File: src/rtl/gradient_scheduler.sv
// Frame sequencer for the Sobel gradient stage: walks the anchor window across the
// image, fetches each tile, kicks the gradient stage and hands results downstream.
module gradient_scheduler #(
  parameter int IMG_W     = 640,
  parameter int IMG_H     = 480,
  parameter int TILE_COLS = 14,
  parameter int TIMEOUT   = 64
) (
  input  logic        clk,
  input  logic        n_rst,
  input  logic        start,
  output logic        fetch_req,
  output logic [31:0] fetch_x,
  output logic [31:0] fetch_y,
  input  logic        fetch_ack,
  output logic        anchor_moving,
  output logic [31:0] anchor_x,
  output logic [31:0] anchor_y,
  input  logic        gradient_final,
  output logic        out_valid,
  input  logic        out_ready,
  output logic        busy,
  output logic        frame_done,
  output logic        timeout_err,
  output logic [2:0]  state_dbg
);

  localparam logic [2:0] S_IDLE      = 3'd0;
  localparam logic [2:0] S_FETCH     = 3'd1;
  localparam logic [2:0] S_MOVE      = 3'd2;
  localparam logic [2:0] S_WAIT_GRAD = 3'd3;
  localparam logic [2:0] S_EMIT      = 3'd4;
  localparam logic [2:0] S_ADVANCE   = 3'd5;
  localparam logic [2:0] S_DONE      = 3'd6;

  localparam logic [31:0] X_LAST  = 32'(IMG_W - 2);
  localparam logic [31:0] Y_LAST  = 32'(IMG_H - 2);
  localparam logic [31:0] X_STEP  = 32'(TILE_COLS);
  localparam logic [31:0] WD_LAST = 32'(TIMEOUT - 1);

  logic [2:0]  state;
  logic [31:0] wd_cnt;

  // Handshakes: a request (fetch_req / out_valid) is raised by the scheduler and held,
  // with its coordinates frozen, until a cycle in which the matching response
  // (fetch_ack / out_ready) is also 1; that cycle is the transfer.
  always_ff @(posedge clk or negedge n_rst) begin
    if (!n_rst) begin
      state       <= S_IDLE;
      anchor_x    <= '0;
      anchor_y    <= '0;
      wd_cnt      <= '0;
      timeout_err <= 1'b0;
    end else begin
      case (state)
        S_IDLE: begin
          if (start) begin
            anchor_x    <= 32'd1;
            anchor_y    <= 32'd1;
            timeout_err <= 1'b0;
            state       <= S_FETCH;
          end
        end
        S_FETCH: begin
          if (fetch_ack) state <= S_MOVE;
        end
        S_MOVE: begin
          wd_cnt <= '0;
          state  <= S_WAIT_GRAD;
        end
        S_WAIT_GRAD: begin
          if (gradient_final) begin
            state <= S_EMIT;
          end else if (wd_cnt == WD_LAST) begin
            timeout_err <= 1'b1;
            state       <= S_IDLE;
          end else begin
            wd_cnt <= wd_cnt + 32'd1;
          end
        end
        S_EMIT: begin
          if (out_ready) state <= S_ADVANCE;
        end
        S_ADVANCE: begin
          // The last tile of a row may overhang the image; padding is handled downstream.
          if (anchor_x + X_STEP <= X_LAST) begin
            anchor_x <= anchor_x + X_STEP;
            state    <= S_FETCH;
          end else if (anchor_y < Y_LAST) begin
            anchor_x <= 32'd1;
            anchor_y <= anchor_y + 32'd1;
            state    <= S_FETCH;
          end else begin
            state <= S_DONE;
          end
        end
        S_DONE: begin
          state <= S_IDLE;
        end
        default: begin
          state <= S_IDLE;
        end
      endcase
    end
  end

  assign fetch_req     = (state == S_FETCH);
  assign fetch_x       = fetch_req ? anchor_x : '0;
  assign fetch_y       = fetch_req ? anchor_y : '0;
  assign anchor_moving = (state == S_MOVE);
  assign out_valid     = (state == S_EMIT);
  assign busy          = (state != S_IDLE) && (state != S_DONE);
  assign frame_done    = (state == S_DONE);
  assign state_dbg     = state;

endmodule

File: config.mk
export PLATFORM = sky130hd
export DESIGN_NAME = gradient_scheduler
export DESIGN_NICKNAME = d
export VERILOG_FILES = /design/src/rtl/gradient_scheduler.sv
export SDC_FILE = /design/constraint.sdc
export NUM_CORES = 1
export LEC_CHECK = 0
export BUFFER_PORTS_ARGS = -buffer_cell sky130_fd_sc_hd__buf_2
export CORE_UTILIZATION = 45
export CTS_CLUSTER_DIAMETER = 120
export CTS_CLUSTER_SIZE = 14
export DETAILED_ROUTE_END_ITERATION = 16
export GPL_ROUTABILITY_DRIVEN = 0
export PLACE_DENSITY_LB_ADDON = 0.3
export SLEW_MARGIN = 20
export SYNTH_ARGS = -nofsm -noshare
export SYNTH_HDL_FRONTEND = slang
export SYNTH_SLANG_ARGS = --single-unit
File: constraint.sdc
create_clock -name clk -period 3 [get_ports clk]
set_input_delay 0.3 -clock clk [delete_from_list [all_inputs] [get_ports clk]]
set_output_delay 0.3 -clock clk [all_outputs]
set_load 0.02 [all_outputs]
==> impl_metrics.toml <==
[timing]
fin_crit_ns = 2.876
hold_ws_ns = 0.09019
hold_violations = 0
relSlewSlack = 0.3563
fin_tns_setup_ns = 0
timing.final.ws_setup_ns = 0.1240
setup_viol = 0
finalCritPeriodShare = 0.9587
drv_slew = 0
worst-slew-pin-transition_ns = 0.9655
fin_skew_ns = 0.008831
fmax_mhz = 347.7

[floorplanning]
start_util = 0.4644
ios = 143
die-area_um2 = 12900
die_w_um = 113.6
fp.coreArea_um2 = 12060
row_count = 40
die_y_um = 113.6

[clocking]
clk_latency_ns = 0.36
hold_buffers = 0
cts_tree = "built"
cts_buffers = 9
clk_pin_slew_ns = 0.07
htreeDepth = 3
cts_root_buf = "clkbuf_16"
cts_buffer_depth = 2
clkSinkCount = 100

[setup_path]
cp_max_fo = 5
critPathCaptureType = "flop"
path_cells = "nand4_1 > or2_4 > o31a_1 > or3_4 > a211o_1 > o41ai_4 > nor3_2 > mux2_1"
cp_num_buf_inv = 0
critPathRequiredTime_ns = 3.24
cp_slowest_cell = "o41ai_4"
reg2reg_slack_ns = 0.12
worstSetupPathDepth = 8
r2r_cells = 8
critPathKind = "flop to flop"
cpPeakStageDelay_ns = 0.44
critical-path-top-delay-family = "simple AND/OR/NAND/NOR gates"
start_kind = "flop"
critPathArrivalTime_ns = 3.12

[yosys]
synth_xor_area_frac = 0.04691
synth.net_count = 619
synth.distinct_cells = 71
yosysTopAreaCell = "dfrtp_1"
async_flop_share = 1.000
yosys-top-cells-area = "dfrtp_1 45%, and2_1 10%, and3_1 4.2%"
synthAdderAreaFrac = 0.006701
yosys.area_share.simple = 0.3547
synth_ff_type = "dfrtp_1"
synth_compound_area_frac = 0.1103
yosysMostFrequentCell = "dfrtp_1"
synth.area.mux_share = 0.003797
synth_common_cells = "100 x dfrtp_1, 91 x and2_1, 55 x nor2_1"
synth_top_family_by_area = "simple AND/OR/NAND/NOR gates"
synth-edff-count = 0
syn_area_um2 = 5602
synth.top_cell.area_share = 0.4467
syn_avg_cell_area_um2 = 9.183
postSynthCellCount = 610
ys_seq_area_frac = 0.4467
yosys_warnings = 0
ys_seq_elements = 100

[power]
vdd_drop_max_mv = 0.4879
leakagePower_nw = 3.681
finalPower_mw = 3.808
power-per-cell-area_nw_per_um2 = 537.8

[layout]
area_growth_pct = 26.38
drive_gt1_frac = 0.2937
instances_no_fill = 951
antennaDiodeCount = 0
final_nets = 787
fin_area_um2 = 7079
post-route-util = 0.5869

[detailed_routing]
vias = 5213
ant_nets = 0
drt-pass1-iter-count = 5
wirelength_mm = 14.71
drc = 0
drt_first_iter_violations = 343
routedWlPerCell_um = 15.46
via_per_inst = 5.482

[place]
hpwl_mm = 10.34
dp.cells = 929
dp_slack_ns = -0.03279
io_buffers = 142
placed_cell_area_um2 = 6700

[grt]
grt_util_all_layers = 0.2327
antenna_found_initial = 0
grt_max_degree = 76
gr-total-overflow = 0
grt_pass1_wl_mm = 23.61
grt_pass1_vias = 4838

[worst_hold_path]
hp-class = "input port to async pin"

[run_status]
status = "complete, no violations"

[run]
max-cap-violations = 0
worst paths after layout:
kind | start | endpoint
setup / recovery | anchor_x[14]$_DFFE_PN0P_ | anchor_y[3]$_DFFE_PN0P_
hold / removal | n_rst | anchor_x[31]$_DFFE_PN0P_
setup reg to reg | anchor_x[14]$_DFFE_PN0P_ | anchor_y[3]$_DFFE_PN0P_
hold reg to reg | timeout_err$_DFFE_PN0P_ | timeout_err$_DFFE_PN0P_
max in group asynchronous | n_rst | anchor_y[27]$_DFFE_PN0P_
min in group clk | gradient_final | state_dbg[2]$_DFFE_PN0P_
cells in the final DEF (no fill, tap or decap), types with 3 or more instances in the layout:
cell       instances
a211o_1            5
a211oi_1           3
a21o_1             4
a21oi_1           19
a311oi_1           3
a41oi_1            4
and2_1            91
and3_1            38
buf_2            141
buf_4             47
clkbuf_16          9
dfrtp_1           98
ha_1               3
inv_1              9
nand2_1           34
nand2b_1           3
nand3_1           23
nand4_1           23
nor2_1            53
nor2b_1            5
nor3_1            21
nor3b_1            3
nor4_1            18
o21ai_0           15
o31ai_1            4
or2_2              4
or3_1             10
xnor2_1           10
xor2_1            20
cell families (layout without fill, tap and decap cells):
family          count (synthesis)  count (layout)
buf+inv                        40             213
flops                         100             100
compound gates                 84              84
fa+ha+maj                       3               3
simple gates                  351             351
mux                             2               2
xor+xnor                       30              30
state kept, by name, indices dropped and copies added, names as in the netlist:
| signal | cells |
|---|---|
| anchor_x | 32 |
| anchor_y | 32 |
| state_dbg | 3 |
| timeout_err | 1 |
| wd_cnt | 32 |
layout make-up:
class / count / area (um2)
Fill cell: 1092 / 4982
Multi-Input combinational cell: 470 / 2969
Sequential cell: 100 / 2505
Timing Repair Buffer: 188 / 1059
Clock buffer: 10 / 239.0
Tap cell: 168 / 210.2
Clock inverter: 6 / 63.81
Inverter: 9 / 33.78
report_power, final:
group | internal [mW] | switching, mW
sequential | 1.40 | 0.0910
clock | 0.668 | 0.535
combinational | 0.356 | 0.757
total | 2.42 | 1.38
timing repair:
action,CTS,global route
pin swaps,0,5
setup buffers,0,6
resized for setup,1,5
setup endpoints to repair,3,11
gates cloned,0,0
routing by layer:
metal | wire length, um | GRT usage | vias to the layer above | part of all wire
met2 | 7247 | 0.3837 | 169 | 0.49
met1 | 6507 | 0.3035 | 2513 | 0.44
li1 | - | - | 2513 | -
met3 | 723 | 0.03719 | 18 | 0.049
met4 | 227 | 0.1026 | 0 | 0.015
met5 | 0 | 0 | - | 0
(Power assumes the default switching activity.)
